## src/rtl/crf_pkg.sv

```systemverilog
// Shared definitions for the upsampler config-register-file master:
// register map, AXI response codes and the sequencer state type.
package crf_pkg;

    // Config register file offsets
    localparam logic [7:0] UPSTR   = 8'h00;
    localparam logic [7:0] UPENDR  = 8'h04;
    localparam logic [7:0] UPSRCAR = 8'h08;
    localparam logic [7:0] UPDSTAR = 8'h0C;

    // UPENDR bit that flags frame completion
    localparam int unsigned UPENDR_DONE_BIT = 0;

    typedef enum logic [1:0] {
        OKAY   = 2'b00,
        EXOKAY = 2'b01,
        SLVERR = 2'b10,
        DECERR = 2'b11
    } axi_resp_t;

    typedef enum logic [2:0] {
        IDLE,
        WR_SRC,
        WR_DST,
        WR_GO,
        POLL_WAIT,
        RD_ADDR,
        RD_DATA,
        FINISH
    } state_t;

endpackage

```

## src/rtl/crf_lite_cfg_master_if.sv

```systemverilog
// AXI4-Lite bundle between the config master and the register file slave.
interface crf_lite_cfg_master_if #(
    parameter int unsigned AXI_DATA_WIDTH = 32,
    parameter int unsigned AXI_ADDR_WIDTH = 32
);

    logic                          awvalid;
    logic                          awready;
    logic [AXI_ADDR_WIDTH-1:0]     awaddr;
    logic [2:0]                    awprot;
    logic                          wvalid;
    logic                          wready;
    logic [AXI_DATA_WIDTH-1:0]     wdata;
    logic [AXI_DATA_WIDTH/8-1:0]   wstrb;
    logic                          bvalid;
    logic [1:0]                    bresp;
    logic                          bready;
    logic                          arvalid;
    logic                          arready;
    logic [AXI_ADDR_WIDTH-1:0]     araddr;
    logic [2:0]                    arprot;
    logic                          rvalid;
    logic [AXI_DATA_WIDTH-1:0]     rdata;
    logic [1:0]                    rresp;
    logic                          rready;

    modport master (
        output awvalid, awaddr, awprot, wvalid, wdata, wstrb, bready,
        output arvalid, araddr, arprot, rready,
        input  awready, wready, bvalid, bresp, arready, rvalid, rdata, rresp
    );

    modport slave (
        input  awvalid, awaddr, awprot, wvalid, wdata, wstrb, bready,
        input  arvalid, araddr, arprot, rready,
        output awready, wready, bvalid, bresp, arready, rvalid, rdata, rresp
    );

endinterface

```

## src/rtl/crf_lite_cfg_master_axil_single_write.sv

```systemverilog
// Single AXI4-Lite write engine: issues AW and W together, lets each drop on
// its own handshake, then collects B and reports it as a one-cycle ack.
module axil_single_write
    import crf_pkg::*;
#(
    parameter int unsigned ADDR_WIDTH = 32,
    parameter int unsigned DATA_WIDTH = 32
) (
    input  logic                  clk,
    input  logic                  rst,
    input  logic                  req,
    input  logic [ADDR_WIDTH-1:0] addr,
    input  logic [DATA_WIDTH-1:0] data,
    output logic                  awvalid,
    input  logic                  awready,
    output logic [ADDR_WIDTH-1:0] awaddr,
    output logic                  wvalid,
    input  logic                  wready,
    output logic [DATA_WIDTH-1:0] wdata,
    input  logic                  bvalid,
    input  logic [1:0]            bresp,
    output logic                  bready,
    output logic                  ack,
    output axi_resp_t             resp
);

    logic aw_clear;
    logic w_clear;

    // A channel is clear when it is idle or completing this cycle
    assign aw_clear = !awvalid || awready;
    assign w_clear  = !wvalid  || wready;

    // Handshake engine: launch on req, retire AW/W independently, then B
    always_ff @(posedge clk or posedge rst) begin
        if (rst) begin
            awvalid <= 1'b0;
            awaddr  <= '0;
            wvalid  <= 1'b0;
            wdata   <= '0;
            bready  <= 1'b0;
            ack     <= 1'b0;
            resp    <= OKAY;
        end else begin
            ack <= 1'b0;
            if (req) begin
                awvalid <= 1'b1;
                wvalid  <= 1'b1;
                awaddr  <= addr;
                wdata   <= data;
                bready  <= 1'b0;
            end else begin
                if (awvalid && awready) awvalid <= 1'b0;
                if (wvalid && wready)   wvalid  <= 1'b0;
                // Last outstanding address/data handshake opens the B phase
                if ((awvalid || wvalid) && aw_clear && w_clear) bready <= 1'b1;
                if (bready && bvalid) begin
                    bready <= 1'b0;
                    ack    <= 1'b1;
                    resp   <= axi_resp_t'(bresp);
                end
            end
        end
    end

endmodule

```

## src/rtl/crf_lite_cfg_master.sv

```systemverilog
// AXI4-Lite initiator that programs the upsampler config register file
// (source, destination, start) and polls UPENDR until the frame completes.
module crf_lite_cfg_master
    import crf_pkg::*;
#(
    parameter int unsigned AXI_DATA_WIDTH = 32,
    parameter int unsigned AXI_ADDR_WIDTH = 32,
    parameter int unsigned POLL_GAP       = 16,
    parameter int unsigned POLL_MAX       = 1024
) (
    input  logic                      clk,
    input  logic                      rst,
    input  logic                      start,
    input  logic [AXI_DATA_WIDTH-1:0] src_addr,
    input  logic [AXI_DATA_WIDTH-1:0] dst_addr,
    output logic                      busy,
    output logic                      done,
    output logic                      err,
    crf_lite_cfg_master_if.master     m_axi
);

    localparam int unsigned PW = $clog2(POLL_MAX + 1);
    localparam int unsigned GW = $clog2(POLL_GAP + 1);
    localparam logic [AXI_DATA_WIDTH-1:0] DONE_MASK = AXI_DATA_WIDTH'(1) << UPENDR_DONE_BIT;

    state_t                    state;
    logic [AXI_DATA_WIDTH-1:0] dst_q;
    logic [PW-1:0]             poll_cnt;
    logic [PW-1:0]             poll_next;
    logic [GW-1:0]             gap_cnt;
    logic                      ar_valid;
    logic [AXI_ADDR_WIDTH-1:0] ar_addr;
    logic                      r_ready;
    logic                      rd_done;

    logic                      wr_req;
    logic [AXI_ADDR_WIDTH-1:0] wr_addr;
    logic [AXI_DATA_WIDTH-1:0] wr_data;
    logic                      wr_ack;
    axi_resp_t                 wr_resp;

    assign m_axi.awprot  = '0;
    assign m_axi.arprot  = '0;
    assign m_axi.wstrb   = '1;
    assign m_axi.arvalid = ar_valid;
    assign m_axi.araddr  = ar_addr;
    assign m_axi.rready  = r_ready;

    assign rd_done   = |(m_axi.rdata & DONE_MASK);
    assign poll_next = (poll_cnt == PW'(POLL_MAX)) ? poll_cnt : poll_cnt + PW'(1);

    axil_single_write #(
        .ADDR_WIDTH (AXI_ADDR_WIDTH),
        .DATA_WIDTH (AXI_DATA_WIDTH)
    ) u_wr (
        .clk     (clk),
        .rst     (rst),
        .req     (wr_req),
        .addr    (wr_addr),
        .data    (wr_data),
        .awvalid (m_axi.awvalid),
        .awready (m_axi.awready),
        .awaddr  (m_axi.awaddr),
        .wvalid  (m_axi.wvalid),
        .wready  (m_axi.wready),
        .wdata   (m_axi.wdata),
        .bvalid  (m_axi.bvalid),
        .bresp   (m_axi.bresp),
        .bready  (m_axi.bready),
        .ack     (wr_ack),
        .resp    (wr_resp)
    );

    // Launch the next write on the same edge that enters its state, so
    // AW/W valid is already up in the first cycle of WR_SRC/WR_DST/WR_GO.
    // The write engine holds the source address, so only dst needs a copy.
    always_comb begin
        wr_req  = 1'b0;
        wr_addr = '0;
        wr_data = '0;
        unique case (state)
            IDLE: begin
                if (start) begin
                    wr_req  = 1'b1;
                    wr_addr = AXI_ADDR_WIDTH'(UPSRCAR);
                    wr_data = src_addr;
                end
            end
            WR_SRC: begin
                if (wr_ack && wr_resp == OKAY) begin
                    wr_req  = 1'b1;
                    wr_addr = AXI_ADDR_WIDTH'(UPDSTAR);
                    wr_data = dst_q;
                end
            end
            WR_DST: begin
                if (wr_ack && wr_resp == OKAY) begin
                    wr_req  = 1'b1;
                    wr_addr = AXI_ADDR_WIDTH'(UPSTR);
                    wr_data = AXI_DATA_WIDTH'(1);
                end
            end
            default: ;
        endcase
    end

    // Sequencer: three writes, gapped UPENDR polling, one-cycle done/err
    always_ff @(posedge clk or posedge rst) begin
        if (rst) begin
            state    <= IDLE;
            busy     <= 1'b0;
            done     <= 1'b0;
            err      <= 1'b0;
            dst_q    <= '0;
            poll_cnt <= '0;
            gap_cnt  <= '0;
            ar_valid <= 1'b0;
            ar_addr  <= '0;
            r_ready  <= 1'b0;
        end else begin
            unique case (state)
                IDLE: begin
                    done <= 1'b0;
                    err  <= 1'b0;
                    if (start) begin
                        dst_q <= dst_addr;
                        busy  <= 1'b1;
                        state <= WR_SRC;
                    end
                end
                WR_SRC, WR_DST, WR_GO: begin
                    if (wr_ack) begin
                        if (wr_resp != OKAY) begin
                            busy  <= 1'b0;
                            done  <= 1'b1;
                            err   <= 1'b1;
                            state <= FINISH;
                        end else if (state == WR_SRC) begin
                            state <= WR_DST;
                        end else if (state == WR_DST) begin
                            state <= WR_GO;
                        end else begin
                            poll_cnt <= '0;
                            gap_cnt  <= '0;
                            state    <= POLL_WAIT;
                        end
                    end
                end
                POLL_WAIT: begin
                    if (gap_cnt == GW'(POLL_GAP - 1)) begin
                        gap_cnt  <= '0;
                        ar_valid <= 1'b1;
                        ar_addr  <= AXI_ADDR_WIDTH'(UPENDR);
                        state    <= RD_ADDR;
                    end else begin
                        gap_cnt <= gap_cnt + GW'(1);
                    end
                end
                RD_ADDR: begin
                    if (m_axi.arready) begin
                        ar_valid <= 1'b0;
                        r_ready  <= 1'b1;
                        state    <= RD_DATA;
                    end
                end
                RD_DATA: begin
                    if (m_axi.rvalid) begin
                        r_ready  <= 1'b0;
                        poll_cnt <= poll_next;
                        if (axi_resp_t'(m_axi.rresp) != OKAY) begin
                            busy  <= 1'b0;
                            done  <= 1'b1;
                            err   <= 1'b1;
                            state <= FINISH;
                        end else if (rd_done) begin
                            busy  <= 1'b0;
                            done  <= 1'b1;
                            err   <= 1'b0;
                            state <= FINISH;
                        end else if (poll_next == PW'(POLL_MAX)) begin
                            busy  <= 1'b0;
                            done  <= 1'b1;
                            err   <= 1'b1;
                            state <= FINISH;
                        end else begin
                            gap_cnt <= '0;
                            state   <= POLL_WAIT;
                        end
                    end
                end
                FINISH: begin
                    done  <= 1'b0;
                    err   <= 1'b0;
                    state <= IDLE;
                end
                default: state <= IDLE;
            endcase
        end
    end

endmodule

```

## src/flat_wrapper.sv

```systemverilog
// flat-port wrapper written by rule: the top's interface ports become plain ports
module crf_lite_cfg_master_flat import crf_pkg::*;
#(
    parameter int unsigned AXI_DATA_WIDTH = 32,
    parameter int unsigned AXI_ADDR_WIDTH = 32,
    parameter int unsigned POLL_GAP       = 16,
    parameter int unsigned POLL_MAX       = 1024
)
  (clk, rst, start, src_addr, dst_addr, busy, done, err, m_axi_awvalid, m_axi_awaddr, m_axi_awprot, m_axi_wvalid, m_axi_wdata, m_axi_wstrb, m_axi_bready, m_axi_arvalid, m_axi_araddr, m_axi_arprot, m_axi_rready, m_axi_awready, m_axi_wready, m_axi_bvalid, m_axi_bresp, m_axi_arready, m_axi_rvalid, m_axi_rdata, m_axi_rresp);
  crf_lite_cfg_master_if #(.AXI_DATA_WIDTH(AXI_DATA_WIDTH), .AXI_ADDR_WIDTH(AXI_ADDR_WIDTH)) m_axi_i ();
  input  logic clk;
  input  logic rst;
  input  logic start;
  input  logic [AXI_DATA_WIDTH-1:0] src_addr;
  input  logic [AXI_DATA_WIDTH-1:0] dst_addr;
  output logic busy;
  output logic done;
  output logic err;
  output wire logic [$bits(m_axi_i.awvalid)-1:0] m_axi_awvalid;
  output wire logic [$bits(m_axi_i.awaddr)-1:0] m_axi_awaddr;
  output wire logic [$bits(m_axi_i.awprot)-1:0] m_axi_awprot;
  output wire logic [$bits(m_axi_i.wvalid)-1:0] m_axi_wvalid;
  output wire logic [$bits(m_axi_i.wdata)-1:0] m_axi_wdata;
  output wire logic [$bits(m_axi_i.wstrb)-1:0] m_axi_wstrb;
  output wire logic [$bits(m_axi_i.bready)-1:0] m_axi_bready;
  output wire logic [$bits(m_axi_i.arvalid)-1:0] m_axi_arvalid;
  output wire logic [$bits(m_axi_i.araddr)-1:0] m_axi_araddr;
  output wire logic [$bits(m_axi_i.arprot)-1:0] m_axi_arprot;
  output wire logic [$bits(m_axi_i.rready)-1:0] m_axi_rready;
  input wire logic [$bits(m_axi_i.awready)-1:0] m_axi_awready;
  input wire logic [$bits(m_axi_i.wready)-1:0] m_axi_wready;
  input wire logic [$bits(m_axi_i.bvalid)-1:0] m_axi_bvalid;
  input wire logic [$bits(m_axi_i.bresp)-1:0] m_axi_bresp;
  input wire logic [$bits(m_axi_i.arready)-1:0] m_axi_arready;
  input wire logic [$bits(m_axi_i.rvalid)-1:0] m_axi_rvalid;
  input wire logic [$bits(m_axi_i.rdata)-1:0] m_axi_rdata;
  input wire logic [$bits(m_axi_i.rresp)-1:0] m_axi_rresp;
  assign m_axi_awvalid = m_axi_i.awvalid;
  assign m_axi_awaddr = m_axi_i.awaddr;
  assign m_axi_awprot = m_axi_i.awprot;
  assign m_axi_wvalid = m_axi_i.wvalid;
  assign m_axi_wdata = m_axi_i.wdata;
  assign m_axi_wstrb = m_axi_i.wstrb;
  assign m_axi_bready = m_axi_i.bready;
  assign m_axi_arvalid = m_axi_i.arvalid;
  assign m_axi_araddr = m_axi_i.araddr;
  assign m_axi_arprot = m_axi_i.arprot;
  assign m_axi_rready = m_axi_i.rready;
  assign m_axi_i.awready = m_axi_awready;
  assign m_axi_i.wready = m_axi_wready;
  assign m_axi_i.bvalid = m_axi_bvalid;
  assign m_axi_i.bresp = m_axi_bresp;
  assign m_axi_i.arready = m_axi_arready;
  assign m_axi_i.rvalid = m_axi_rvalid;
  assign m_axi_i.rdata = m_axi_rdata;
  assign m_axi_i.rresp = m_axi_rresp;
  crf_lite_cfg_master #(.AXI_DATA_WIDTH(AXI_DATA_WIDTH), .AXI_ADDR_WIDTH(AXI_ADDR_WIDTH), .POLL_GAP(POLL_GAP), .POLL_MAX(POLL_MAX)) u_core (.clk(clk), .rst(rst), .start(start), .src_addr(src_addr), .dst_addr(dst_addr), .busy(busy), .done(done), .err(err), .m_axi(m_axi_i));
endmodule
```

## config.mk

```make
export PLATFORM = sky130hd
export DESIGN_NAME = crf_lite_cfg_master_flat
export DESIGN_NICKNAME = d
export VERILOG_FILES = /design/src/rtl/crf_pkg.sv /design/src/rtl/crf_lite_cfg_master_if.sv /design/src/rtl/crf_lite_cfg_master_axil_single_write.sv /design/src/rtl/crf_lite_cfg_master.sv /design/src/flat_wrapper.sv
export SDC_FILE = /design/constraint.sdc
export NUM_CORES = 1
export LEC_CHECK = 0
export ABC_AREA = 1
export ABC_CLOCK_PERIOD_IN_PS = 5100
export BUFFER_PORTS_ARGS = -buffer_cell sky130_fd_sc_hd__buf_2
export CAP_MARGIN = 10
export CELL_PAD_IN_SITES_DETAIL_PLACEMENT = 2
export CELL_PAD_IN_SITES_GLOBAL_PLACEMENT = 2
export CORE_MARGIN = 2
export CORE_UTILIZATION = 28
export CTS_CLUSTER_DIAMETER = 200
export DETAILED_ROUTE_END_ITERATION = 6
export PLACE_DENSITY = 0.86
export SLEW_MARGIN = 20
export SYNTH_ARGS = -nofsm -noshare
export SYNTH_HDL_FRONTEND = slang
export SYNTH_SLANG_ARGS = --single-unit
```

## constraint.sdc

```tcl
create_clock -name clk -period 5.1 [get_ports clk]
set_input_delay 1.02 -clock clk [delete_from_list [all_inputs] [get_ports clk]]
set_output_delay 1.02 -clock clk [all_outputs]
set_load 0.1 [all_outputs]
```

==> results by stage <==
Routing:
- In the final routed layout, each cell accounts on average for 15.3 um.
- After the first detailed-routing iteration, the DRC count stood at 173.
- The wire length on met2 is 8100 um.
- Detailed routing placed a total of 817 um of wire on met3.
- The via count of the routed design is 4,400.
- In the final routing, the length of wire on met1 measures 6140 um.
- In this run the top signal layer used is met5.
- In this run the remaining antenna-violating nets after routing total 0.
- The first-pass iteration count of the detailed router is 4.
- The routed design has 15,200 um of wire.
- The detailed-route DRC error count is 0.
- The number of vias per cell after detailed routing is 4.44.

Place:
- In this run the tool buffered the top-level ports with 119 buffer cells.
- The routability congestion estimate is 0.775.
- Prior to clock tree synthesis, the placed netlist has a worst setup slack of 2.09 ns.
- The area after detailed placement is 5690 sq um.
- Once detailed placement completed, the half-perimeter wirelength came to 11,200 um.

Clock network:
- The maximum number of buffers from clock root to sink is 2.
- The number of clock sinks is 97.
- The total CTS buffers is 9.
- The TritonCTS clock tree is built.
- The number of gates resized after CTS was 0.
- The H-tree generated during clock tree synthesis spans 3 levels.
- The total of hold buffers inserted after clock tree synthesis is 0.
- The clock latency on the worst-skew pair is 0.35 ns.
- The clock edge transition at the registers on the reported setup and hold paths is 0.08 ns.
- The root cell of the clock tree is clkbuf_16.
- The number of buffers inserted to repair setup after CTS is 0.

Critical path:
- The startpoint identified for the worst register-to-register timing path is u_core.u_wr.resp[0].
- The family with the most delay on the worst path is simple AND/OR/NAND/NOR gates.
- The cell at the slowest stage of the critical path is nor2_2.
- The critical path in this run is classified as register to register.
- Data on the critical path arrives at its endpoint at 2.97 ns.
- The critical path data required time is 5.37 ns.
- STA classifies the critical path endpoint as a register.
- The largest single stage delay on the critical path is 0.81 ns.
- The peak fanout along the critical path is 21.
- The worst reg2reg path depth is 7.
- The type of origin of the critical path is a register.
- The terminus of the critical flop-to-flop path is u_core.u_wr.wdata[8].
- Setup slack on the worst reg-to-reg path comes out at 2.40 ns.
- The number of buffers and inverters on the critical path is 3.
- The critical path goes through nor2_1, inv_1, nor2_1, inv_1, nor2_2, inv_2, o211ai_1.

Synthesis:
- The area fraction in compound gates after synthesis is 8.60%.
- After technology mapping, the gate count stands at 644.
- Yosys attributes the largest share of cell area to dfrtp_1 (47%), nand2_1 (17%), buf_4 (11%).
- After Yosys synthesis, full adders, half adders and majority gates account for 0.731% of the synthesized area.
- The xor/xnor cell area share of the yosys netlist is 0.341%.
- The number of distinct library cells after synthesis is 36.
- nand2_1 is the most common cell in the netlist.
- The simple logic cell fraction of the synthesized area is 26.1%.
- The top flip-flop cell by instance count after synthesis is dfrtp_1.
- The leading area contributor after synthesis is dfrtp_1.
- Ranked by instance count, the synthesized netlist is headed by nand2_1 (233), dfrtp_1 (97), buf_4 (72).
- The register bit total from synthesis is 97.
- The number of warnings printed during yosys synthesis is 0.
- Counting flops with an async set or reset pin after synthesis yields a share of 100%.
- Of the synthesized area, sequential elements account for 47.3%.
- The proportion of synthesized area in mux cells is 0%.
- The share of the synthesized area in the top cell type is 47.3%.
- A synthesized cell averages 7.97 sq um.
- The netlist area before placement is 5130 sq um.
- After synthesis, the largest family of logic cells by area is simple AND/OR/NAND/NOR gates.
- The number of flops mapped to enable cells by yosys is 0.

STA:
- Counting I/O delays and the setup requirement, the final critical path takes 2.70 ns.
- The final count of hold timing violations was 0.
- Of the available clock period, the critical path in the final layout requires 52.9%.
- Setup repair after global routing left no endpoint under its margin.
- The final number of max-transition violations is 0.
- The clock skew after layout is 0.0107 ns.
- The achievable clock frequency is 371 MHz.
- The worst path meets setup with 2.40 ns of slack.
- The worst relative slew slack is 29.4%.
- Setup violations remaining at the end of the flow were counted as 0.
- At the pin with the least slew margin, the transition time is 1.06 ns.
- The setup TNS is 0 ns.

Power:
- The leakage power summed over all cells is 3.30 nW.
- The worst-case IR drop observed on VDD is 0.000319 V.
- Power spread over the standard cell area amounts to 756 nW/um^2.
- The post-layout total power is 4.55 mW.

Floorplan:
- The floorplan step defined a die boundary enclosing 19,400 sq um.
- Once the floorplan was initialized, standard cells occupied 28.6% of the core.
- The number of rows created at floorplan is 49.
- The floorplan die width is 139 um.
- The total area inside the core boundary comes to 18,000 sq um.
- The top-level port count is 222.
- From bottom edge to top edge, the die measures 139 um.

Final layout:
- Cells fill 33.5% of the core in the end.
- For this run, the post-layout net count is 868.
- The filler cell count is 2,147.
- The final instance area is 6020 sq um.
- In the final layout, the share of cells above drive strength 1 is 22.2%.
- The area growth from synthesis to layout is 17.2%.
- The footprint of the multi-input gates is 2120 sq um.
- The sequential cell area in the final layout is 2430 sq um.

Job:
- The count of maximum capacitance violations is 0.

Global routing:
- The via count of the first global-routing pass is 4,887.
- For this run, the total global-route usage over all layers was measured as 16.0%.
- The residual overflow from global routing is 0.
- The first global-routing pass estimated 25,100 um of wire.
- The number of antenna violations at the first check in global routing is 3.
- The maximum number of pins on one net before global-route repair is 77.

Run status:
- The flow ran to the end, and the final reports show no timing, DRC or antenna violations.

Hold path:
- The class of the most critical hold timing path is register to register.
- The worst hold path depth is 2.
- The startpoint identified for the worst hold timing path is u_core.m_axi.araddr[2].
- The capture endpoint of the worst hold path is u_core.m_axi.araddr[2].
==> worst max path at each step <==
stage	startpoint	end	slack, ns	cells past startpoint
floorplan	rst	u_core.busy	1.55	1
global placement	start	u_core.u_wr.wdata[24]	2.14	6
detailed placement	start	u_core.u_wr.wdata[30]	2.09	6
CTS	u_core.u_wr.resp[0]	u_core.u_wr.wdata[20]	2.34	7
global route	u_core.u_wr.resp[0]	u_core.u_wr.wdata[25]	2.12	7
finish	u_core.u_wr.resp[0]	u_core.u_wr.wdata[8]	2.40	7
==> worst register-to-register path, cell delays in order (launching register included) <==
cell      delay, ns
dfrtp_1        0.38
nor2_1         0.32
inv_1          0.10
nor2_1         0.26
inv_1          0.11
nor2_2         0.81
inv_2          0.36
o211ai_1       0.28
==> metrics by stage <==
stage          hold slack, ns  cells
5_1_grt                 0.501    991
2_1_floorplan           0.442    713
4_1_cts                 0.476    991
3_5_place_dp            0.458    975
6_report                0.469    992
3_3_place_gp            0.442    975
==> cell usage in the layout, fill, tap and decap left out, types with 2 or more instances in the layout <==
| cell type | n |
|---|---|
| nand4_1 | 8 |
| inv_1 | 55 |
| ha_1 | 3 |
| nand3_2 | 4 |
| conb_1 | 71 |
| dfrtp_1 | 97 |
| xor2_1 | 2 |
| buf_2 | 119 |
| nor2_2 | 6 |
| a22oi_1 | 16 |
| o22ai_1 | 10 |
| buf_4 | 3 |
| a21oi_1 | 4 |
| inv_8 | 3 |
| o21ai_0 | 17 |
| nand2_1 | 233 |
| inv_6 | 2 |
| or2_2 | 3 |
| inv_2 | 9 |
| o211ai_1 | 12 |
| clkbuf_16 | 9 |
| nor2_1 | 37 |
| nand3_1 | 21 |
==> final cells by class <==
type                       instances  area share (%)
antenna                            1          0.0416
tap                              229            4.76
sequential                        97            40.3
clock inverter                     6            1.35
clock buffer                      10            3.97
timing repair buffer             122            10.3
multi-input combinational        462            35.2
inverter                          65            4.10
==> flip-flops by register name (all words and copies together) (netlist names) <==
register              cells
u_core.busy               1
u_core.done               1
u_core.dst_q             32
u_core.err                1
u_core.gap_cnt            5
u_core.m_axi.araddr       1
u_core.m_axi.arvalid      1
u_core.m_axi.rready       1
u_core.poll_cnt          11
u_core.state              3
u_core.u_wr.ack           1
u_core.u_wr.awaddr        2
u_core.u_wr.awvalid       1
u_core.u_wr.bready        1
u_core.u_wr.resp          2
u_core.u_wr.wdata        32
u_core.u_wr.wvalid        1
==> cell families (layout without fill, tap and decap cells) <==
kind of cell | count (synthesis) | in the layout
simple gates | 320 | 320
compound gates | 66 | 66
buf+inv | 154 | 203
flops | 97 | 97
other cells | 2 | 72
xor+xnor | 2 | 2
fa+ha+maj | 3 | 3
==> per-layer routing <==
layer  GRT usage, %  up-vias
met5              0        -
met4           2.55        4
met3           4.96       10
met2           29.7       98
met1           18.2     2180
li1               -     2108
==> power by group <==
group / switching (mW) / total (mW) / internal, mW / leakage [nW]
clock: 0.340 / 0.749 / 0.409 / 0.159
combinational: 2.07 / 2.51 / 0.449 / 1.91
sequential: 0.196 / 1.28 / 1.09 / 1.23
(Power assumes the default switching activity.)
